## config.mk

```make
export PLATFORM = sky130hd
export DESIGN_NAME = tap_delay_line_flat
export DESIGN_NICKNAME = d
export VERILOG_FILES = /design/src/rtl/tap_delay_line_if.sv /design/src/rtl/tap_delay_line.sv /design/src/flat_wrapper.sv
export SDC_FILE = /design/constraint.sdc
export NUM_CORES = 1
export LEC_CHECK = 0
export CORE_ASPECT_RATIO = 1.2
export CORE_MARGIN = 1.5
export CORE_UTILIZATION = 45
export DETAILED_ROUTE_END_ITERATION = 7
export GPL_TIMING_DRIVEN = 0
export PLACE_DENSITY = 0.82
export SLEW_MARGIN = 20
export SYNTH_ARGS = -nofsm -noshare
export SYNTH_HDL_FRONTEND = slang
export SYNTH_SLANG_ARGS = --single-unit
```

## constraint.sdc

```tcl
create_clock -name clk -period 5.45 [get_ports clk]
set_input_delay 0.8175 -clock clk [delete_from_list [all_inputs] [get_ports clk]]
set_output_delay 0.8175 -clock clk [all_outputs]
set_load 0.005 [all_outputs]
```

## src/rtl/tap_delay_line_if.sv

```systemverilog
// Stream handshake bundle between the sample source, the tap delay line and
// the downstream dot-product stage.
interface tap_delay_line_if #(
  parameter int WIDTH = 16,
  parameter int LEN   = 8
);
  localparam int CW = $clog2(LEN + 1);

  logic                   flush;
  logic                   in_valid;
  logic [WIDTH-1:0]       in_data;
  logic                   in_ready;
  logic [LEN*WIDTH-1:0]   vec_packed;
  logic                   vec_valid;
  logic                   vec_ready;
  logic [CW-1:0]          fill_count;

  modport master (
    output flush, in_valid, in_data, vec_ready,
    input  in_ready, vec_packed, vec_valid, fill_count
  );

  modport slave (
    input  flush, in_valid, in_data, vec_ready,
    output in_ready, vec_packed, vec_valid, fill_count
  );
endinterface

```

## src/rtl/tap_delay_line.sv

```systemverilog
// Shift-register tap line that presents the last LEN samples as one packed
// vector, with a valid/ready handshake toward the dot-product stage.
//
// state | meaning
// FILL  | fewer than the required samples held; vec_valid low
// OUT   | vector complete; vec_valid high until consumed, re-raised per accept
module tap_delay_line #(
  parameter int WIDTH = 16,
  parameter int LEN   = 8,
  parameter int PRIME = 0
) (
  input  logic             clk,
  input  logic             reset,
  tap_delay_line_if.slave  bus
);
  localparam int CW = $clog2(LEN + 1);

  typedef enum logic {FILL, OUT} state_t;

  state_t               state, state_next;
  logic                 vec_valid_q, vec_valid_next;
  logic [WIDTH-1:0]     taps [LEN];
  logic [CW-1:0]        count;
  logic [LEN*WIDTH-1:0] vec;
  logic                 accept;

  assign bus.in_ready   = !reset && !bus.flush && (!vec_valid_q || bus.vec_ready);
  assign accept         = bus.in_valid && bus.in_ready;
  assign bus.vec_valid  = vec_valid_q;
  assign bus.fill_count = count;
  assign bus.vec_packed = vec;

  always_comb begin
    vec = '0;
    for (int k = 0; k < LEN; k++) vec[k*WIDTH +: WIDTH] = taps[k];
  end

  always_comb begin
    state_next     = state;
    vec_valid_next = vec_valid_q;
    case (state)
      FILL: begin
        if (accept && (PRIME != 0 || count == CW'(LEN - 1))) begin
          state_next     = OUT;
          vec_valid_next = 1'b1;
        end
      end
      OUT: begin
        // A consumed vector with no replacement sample leaves a bubble but
        // the history stays complete, so the state does not fall back.
        if (accept)             vec_valid_next = 1'b1;
        else if (bus.vec_ready) vec_valid_next = 1'b0;
      end
      default: begin
        state_next     = FILL;
        vec_valid_next = 1'b0;
      end
    endcase
    if (bus.flush) begin
      state_next     = FILL;
      vec_valid_next = 1'b0;
    end
  end

  always_ff @(posedge clk) begin
    if (reset || bus.flush) begin
      state       <= FILL;
      vec_valid_q <= 1'b0;
      count       <= '0;
      for (int k = 0; k < LEN; k++) taps[k] <= '0;
    end else begin
      state       <= state_next;
      vec_valid_q <= vec_valid_next;
      if (accept) begin
        taps[0] <= bus.in_data;
        for (int k = 1; k < LEN; k++) taps[k] <= taps[k-1];
        if (count != CW'(LEN)) count <= count + CW'(1);
      end
    end
  end
endmodule

```

## src/flat_wrapper.sv

```systemverilog
// flat-port wrapper written by rule: the top's interface ports become plain ports
module tap_delay_line_flat 
#(
  parameter int WIDTH = 16,
  parameter int LEN   = 8,
  parameter int PRIME = 0
)
  (clk, reset, bus_flush, bus_in_valid, bus_in_data, bus_vec_ready, bus_in_ready, bus_vec_packed, bus_vec_valid, bus_fill_count);
  tap_delay_line_if #(.WIDTH(WIDTH), .LEN(LEN)) bus_i ();
  input  logic clk;
  input  logic reset;
  input wire logic [$bits(bus_i.flush)-1:0] bus_flush;
  input wire logic [$bits(bus_i.in_valid)-1:0] bus_in_valid;
  input wire logic [$bits(bus_i.in_data)-1:0] bus_in_data;
  input wire logic [$bits(bus_i.vec_ready)-1:0] bus_vec_ready;
  output wire logic [$bits(bus_i.in_ready)-1:0] bus_in_ready;
  output wire logic [$bits(bus_i.vec_packed)-1:0] bus_vec_packed;
  output wire logic [$bits(bus_i.vec_valid)-1:0] bus_vec_valid;
  output wire logic [$bits(bus_i.fill_count)-1:0] bus_fill_count;
  assign bus_i.flush = bus_flush;
  assign bus_i.in_valid = bus_in_valid;
  assign bus_i.in_data = bus_in_data;
  assign bus_i.vec_ready = bus_vec_ready;
  assign bus_in_ready = bus_i.in_ready;
  assign bus_vec_packed = bus_i.vec_packed;
  assign bus_vec_valid = bus_i.vec_valid;
  assign bus_fill_count = bus_i.fill_count;
  tap_delay_line #(.WIDTH(WIDTH), .LEN(LEN), .PRIME(PRIME)) u_core (.clk(clk), .reset(reset), .bus(bus_i));
endmodule
```

## Word level (Yosys, flattened, before mapping)

Memories as Yosys holds them, arrays and structs flattened.
Index checks and enable logic that the tools add are counted.
Widths: inputs -> output; s select.

- Reductions and logical operators: 12
- Equal/unequal tests: 4
- Add/subtract/negate cells: 1
- Bitwise operators: 9
- Mux-type cells: 19

Operator list:

| operator | number |
|---|---|
| $mux 16 | 8 |
| $mux 1 | 10 |
| $or 1x1->1 | 8 |
| $add 4x1->4 const B | 1 |
| $eq 4x3->1 const B | 1 |
| $logic_and 1x1->1 | 4 |
| $ne 4x4->1 const B | 1 |
| $reduce_and 2->1 | 2 |
| $logic_not 1->1 | 3 |
| $ne 3x3->1 const B | 1 |
| $logic_or 1x1->1 | 2 |
| $ne 2x1->1 const B | 1 |
| $pmux 1 s2 | 1 |
| $reduce_or 2->1 | 1 |
| $not 1->1 | 1 |

- Word-level logic and storage cells: 49
- Bits in writable memories: 128
- Memories: 1
- Output and inout bits: 134
- Flip-flop bits (word level): 6
- Bits of input ports: 21

Memory list:

| memory | depth | bits a word | rd ports | clocked after Yosys merged registers in | wr ports | line | source |
|---|---|---|---|---|---|---|---|
| u_core.taps | 8 | 16 | 8 | 0 | 8 | tap_delay_line.sv:22 | `logic [WIDTH-1:0] taps [LEN];` |

## Longest topological paths before layout

Gate-level depths: netlist of run 1.

- Depth after elaboration: 8
- Depth in mapped cells: 6

## Least setup slack after synthesis of run 1

OpenSTA, ideal clock, no wires.

- Kind: input -> register
- Start: in reset
- End: mem u_core.taps[0][0], enable pin
- Path buffers: 2
- Arrival: 4.467 ns
- Data required time: 4.941 ns
- Setup slack: 0.474 ns
- Library setup time: 0.509 ns
- Stages on the path: 5
- Cell sequence: nor2_4 and3_4 buf_6 buf_6 nand2b_1

RTL lines:

| element | line | source |
|---|---|---|
| from (decl) | flat_wrapper.sv:11 | `input logic reset;` |
| to (decl) | tap_delay_line.sv:22 |  |

## Final worst setup path of run 1

- Start: in reset
- End: out bus_in_ready

- Longest elaborated chain between the ends: 3

RTL lines:

| element | line | source |
|---|---|---|
| $logic_not 1->1 | tap_delay_line.sv:27 | `assign bus.in_ready = !reset && !bus.flush && (!vec_valid_q \|\| bus.vec_ready);` |
| $logic_and 1x1->1 (2 in a row) | tap_delay_line.sv:27 |  |
| to (decl) | flat_wrapper.sv:16 | `output wire logic [$bits(bus_i.in_ready)-1:0] bus_in_ready;` |

No other way between the ends.

==> results of run 1 <==
-- path summary, 6_finish.rpt --
kind / startpoint / endpoint / slack, ns / cells after the start
worst max register to register: u_core.bus.vec_valid / u_core.taps[0][42] / 3.09 / 7
worst min-delay path: u_core.bus.vec_valid / u_core.bus.vec_valid / 0.50 / 2
worst min register to register: u_core.bus.vec_valid / u_core.bus.vec_valid / 0.50 / 2
worst max-delay path: reset / bus_in_ready / 2.10 / 5
-- synthesized netlist by cell type --
master	number	share of area [%]
and2_1	129	16
edfxtp_1	128	75
nor3_1	1	0.098
buf_2	1	0.098
nand4_1	2	0.25
dfxtp_1	6	2.4
and3_1	1	0.12
a41oi_1	1	0.17
o22ai_1	1	0.12
and3_4	1	0.22
nand2b_1	2	0.25
inv_1	4	0.29
nand3b_1	2	0.29
o21ai_0	1	0.098
nor2_4	1	0.22
nand2b_4	1	0.27
nand2_1	5	0.37
and3b_1	1	0.17
mux2i_1	3	0.59
buf_6	5	1.1
a21oi_1	1	0.098
and4_1	1	0.17
clkbuf_2	6	0.59
ha_1	2	0.49
clkbuf_1	3	0.22
-- state kept, by name, summed over array words and instances (netlist names) --
signal / flops
u_core.bus.vec_valid: 1
u_core.state: 1
u_core.bus.fill_count: 4
u_core.taps: 128
-- report_power, final --
group          switching [µW]  internal [µW]  total [µW]
Clock                     410            763        1170
Combinational            73.8            124         198
Sequential               26.2           1190        1220
Total                     510           2080        2590
-- layout make-up --
cell class	instances	area [µm²]	share of cell area (%)
tap	132	165	2.21
buffer	15	103	1.38
clock inverter	13	181	2.43
multi-input combinational	156	1020	13.7
sequential	134	3960	53.1
clock buffer	19	433	5.80
inverter	4	15.0	0.201
timing repair buffer	156	1580	21.2
-- stage by stage --
stage                     utilization (%)  power (µW)  setup slack, ns  instances  area, µm²
final                                67.6        2590             2.10        629       7460
after global placement               61.6        1440            -1.24        595       6800
after detailed placement             62.0        1440             1.96        597       6850
after global routing                 67.6        2670             2.01        629       7460
after floorplan                         -        1290            0.474        309       5090
after CTS                            67.6        2610             2.10        629       7460
-- cell families after synthesis --
logic type | Yosys count | synth area share [%]
DFF | 134 | 77.8
adders and majority gates | 2 | 0.491
and+or+nand+nor | 147 | 18.3
muxes | 3 | 0.590
AOI/OAI and AO/OA | 4 | 0.491
buffers and inverters | 19 | 2.31
-- layer usage --
metal / global-route usage, % / wire (µm)
met1: 17.5 / 3550
met2: 30.7 / 5150
met3: 9.26 / 1220
met4: 6.95 / 117
met5: 0 / 0
-- worst max-delay path, delay by kind of cell --
family	cells	cell delay, ns
and+or+nand+nor	2	0.41
buffers and inverters	3	1.31
-- placed cells by master, fill, tap and decap left out, types with 2 or more instances in the layout --
master / count
and2_1: 129
buf_12: 2
buf_6: 5
bufinv_16: 4
clkbuf_1: 5
clkbuf_16: 17
clkbuf_2: 6
clkdlybuf4s50_1: 154
clkinv_2: 4
clkinv_4: 3
clkinvlp_4: 2
dfxtp_1: 6
edfxtp_1: 128
ha_1: 2
inv_1: 4
mux2i_1: 3
nand2_1: 5
nand2b_4: 2
nand3b_1: 2
nand4_1: 2
==> results.cfg, run 1 <==
[floorplan]
io-pin-count = 155
die_x_um = 100
fp-row-count = 42
dieArea_um2 = 12000
die_h_um = 120
start_util_pct = 46.1
core_area_um2 = 11000

[timing]
hold_viol = 0
worst_pin_slew_ns = 0.597
setup_tns_ns = 0
fin_crit_sh_pct = 61.4
fin_skew_ns = 0.00759
rsz0062_at_grt = no
fmax_ghz = 0.299
finalMaxSlewViolations = 0
slew_headroom_pct = 60.2
holdWs_ns = 0.501
setup_viol = 0
min_period_ns = 3.35

[global_routing]
grt-ovfl-total = 0
grt_pass1_vias = 3119
grt_pass1_wl_um = 15600
grt_max_degree = 46
grtUsageTotal_pct = 17.6
antenna_found_initial = 0

[cts]
cts_sinks = 134
htreeDepth = 4
clockRootBuffer = clkbuf_16
cts_buffers = 17
cts_tree = yes
cts_setup_buffers = 0
clock_latency_ns = 0.41
path_clk_slew_ns = 0.05
clk_path_buf_depth = 2
cts_hold_buf = 0
cts_resized = 0

[detailed_routing]
vias = 2990
drt_iter0_drc = 106
drc_errors = 0
finalWirelength_um = 10000
post_drt_wl_per_cell_um = 15.9
first_pass_iters = 4
vias_per_cell = 4.75
ant_nets = 0

[setup_path]
end_kind = primary output
start_kind = input pin
cpMostUsedCell = clkdlybuf4s50_1
worstPathCellList = clkdlybuf4s50_1 -> nor2_4 -> clkbuf_1 -> and2_1 -> clkdlybuf4s50_1
critPathArrivalTime_ns = 2.53
crit_slowest_cell = clkdlybuf4s50_1
cp.required_ns = 4.63
path_max_fanout = 10
slowest_delay_ns = 0.51
crit_type = in -> out

[outcome]
status = finished clean

[synth]
synth_area_per_cell_um2 = 16.5
postSynthCellCount = 309
syn-num-nets = 332
ys_ff_latch = 134
synth_area_um2 = 5090
yosysWarnings = 0
ys_seq_area_share_pct = 77.8
yosysUniqueCellTypes = 25

[pwr]
power.density_nw_per_um2 = 347
ir_drop_uv = 206
p_leak_uw = 0.00290

[placement]
place.port_buffers = 154
place_congestion = 0.766
hpwl_um = 7240

[cells_and_area]
final_nets = 507
area_growth_pct = 46.5
drive_gt1_share_pct = 9.66
fillers = 773
num_antenna_cells = 0

[min_path]
hold_class = reg -> reg

[flow_run]
maxCapViolations = 0
No activity file was read; power rests on OpenSTA's default activity.
==> run 2, diff against run 1 <==
==> constraint.sdc (replaced) <==
create_clock -name clk -period 3.4 [get_ports clk]
set_input_delay 0.51 -clock clk [delete_from_list [all_inputs] [get_ports clk]]
set_output_delay 0.51 -clock clk [all_outputs]
set_load 0.005 [all_outputs]
==> run 2 against run 1 <==
Die area stayed put. Worst setup slack lost 1.4 ns. Combinational power is 62% higher. Non-clock buffer count stayed put. Critical path depth did not move. Largest cell class unchanged. Largest power group unchanged. Highest routed layer unchanged.
==> results.cfg, run 2 (same netlist as run 1, synthesis figures left out) <==
[outcome]
status = finished clean

[cells_and_area]
largest-register = u_core.taps
num_antenna_cells = 0
final_cell_mix = clkdlybuf4s50_1 (154), and2_1 (129), edfxtp_1 (128)
drive_gt1_share_pct = 8.89
final_common_cell = clkdlybuf4s50_1
fillers = 798
fin_cells = 627
largest_reg_flops = 128
final_nets = 507
area_growth_pct = 45.3

[detailed_routing]
finalWirelength_um = 10200
vias_per_cell = 4.87
ant_nets = 0
drt_iter0_drc = 85
drc_errors = 0
vias = 3053
post_drt_wl_per_cell_um = 16.3
first_pass_iters = 4

[global_routing]
grt_pass1_vias = 3249
antenna_found_initial = 0
grt-ovfl-total = 0
grt_pass1_wl_um = 16200
grt_max_degree = 57
grtUsageTotal_pct = 18.2

[cts]
path_clk_slew_ns = 0.05
cts_sinks = 134
cts_buffers = 17
clockRootBuffer = clkbuf_16
cts_tree = yes
cts_hold_buf = 0
cts_resized = 0
cts_setup_buffers = 0
clk_path_buf_depth = 2
htreeDepth = 4
clock_latency_ns = 0.40

[pwr]
power.internal_uw = 3160
p_seq_share_pct = 49.5
power.total_uw = 3940
p_leak_uw = 0.00286
ir_drop_uv = 368
power.density_nw_per_um2 = 533
pwr-share-comb_pct = 8.1
p_sw_share_pct = 19.8
power_frac_clock_pct = 42.4
p_sw_uw = 781

[setup_path]
crit_type = in -> out
cp.required_ns = 2.89
start_kind = input pin
startpoint = reset
reg2regPathDepth = 7
critPathArrivalTime_ns = 2.23
r2r_end = u_core.taps[0][45]
end_kind = primary output
reg2reg_from = u_core.bus.vec_valid
path_max_fanout = 10
r2r_setup_slack_ns = 1.11

[timing]
setup_ws_ns = 0.662
slew_headroom_pct = 68.9
holdWs_ns = 0.495
hold_viol = 0
worst_pin_slew_ns = 0.467
finalMaxSlewViolations = 0
min_period_ns = 2.74
rsz0062_at_grt = no
fin_crit_sh_pct = 80.5
fin_skew_ns = 0.00592
setup_viol = 0
fmax_ghz = 0.365
setup_tns_ns = 0

[min_path]
min_to = u_core.bus.vec_valid
hold_depth = 2
hold_start = u_core.bus.vec_valid
hold_class = reg -> reg

[floorplan]
io-pin-count = 155
core_area_um2 = 11000
fp-row-count = 42
dieArea_um2 = 12000
die_x_um = 100
start_util_pct = 46.1
die_h_um = 120

[placement]
hpwl_um = 7480
place_ws_ns = 0.295
place.port_buffers = 154
place_congestion = 0.753
dp_cells = 597

[flow_run]
maxCapViolations = 0
run 2: worst max-delay path by stage:
stage	cells past startpoint	end
2_1_floorplan	5	u_core.taps[0][0]
5_1_grt	5	bus_in_ready
3_5_place_dp	8	u_core.taps[0][12]
6_report	5	bus_in_ready
3_3_place_gp	6	u_core.taps[0][11]
4_1_cts	5	bus_in_ready
run 2: metal layers:
metal / part of all wire [%] / GRT usage [%]
met1: 35 / 18.0
met5: 0 / 0
met3: 11 / 9.03
met4: 1.1 / 6.34
met2: 53 / 32.5
run 2: worst max-delay path, stage by stage:
cell	delay, ns
clkdlybuf4s50_1	0.47
nor2_4	0.21
clkbuf_1	0.36
and2_1	0.19
clkdlybuf4s50_1	0.49
run 2: final cells by class:
type | instances | area, µm² | area share (%)
buffer | 15 | 103 | 1.39
clock buffer | 18 | 429 | 5.80
clock inverter | 12 | 114 | 1.54
inverter | 4 | 15.0 | 0.203
multi-input combinational | 156 | 1020 | 13.8
sequential | 134 | 3960 | 53.6
tap | 132 | 165 | 2.23
timing repair buffer | 156 | 1590 | 21.5
run 2: power by group through the flow:
stage	Clock, µW	Combinational, µW	Sequential, µW
after floorplan	0	65.0	1990
after global placement	0	309	1990
after detailed placement	0	323	1990
after CTS	1710	325	1950
after global routing	1780	344	1960
final	1670	320	1950
run 2: metrics by stage:
stage | cell area [µm²] | utilization (%)
after global routing | 7400 | 67.0
after floorplan | 5090 | -
final | 7400 | 67.0
after detailed placement | 6850 | 62.1
after CTS | 7400 | 67.0
after global placement | 6800 | 61.6
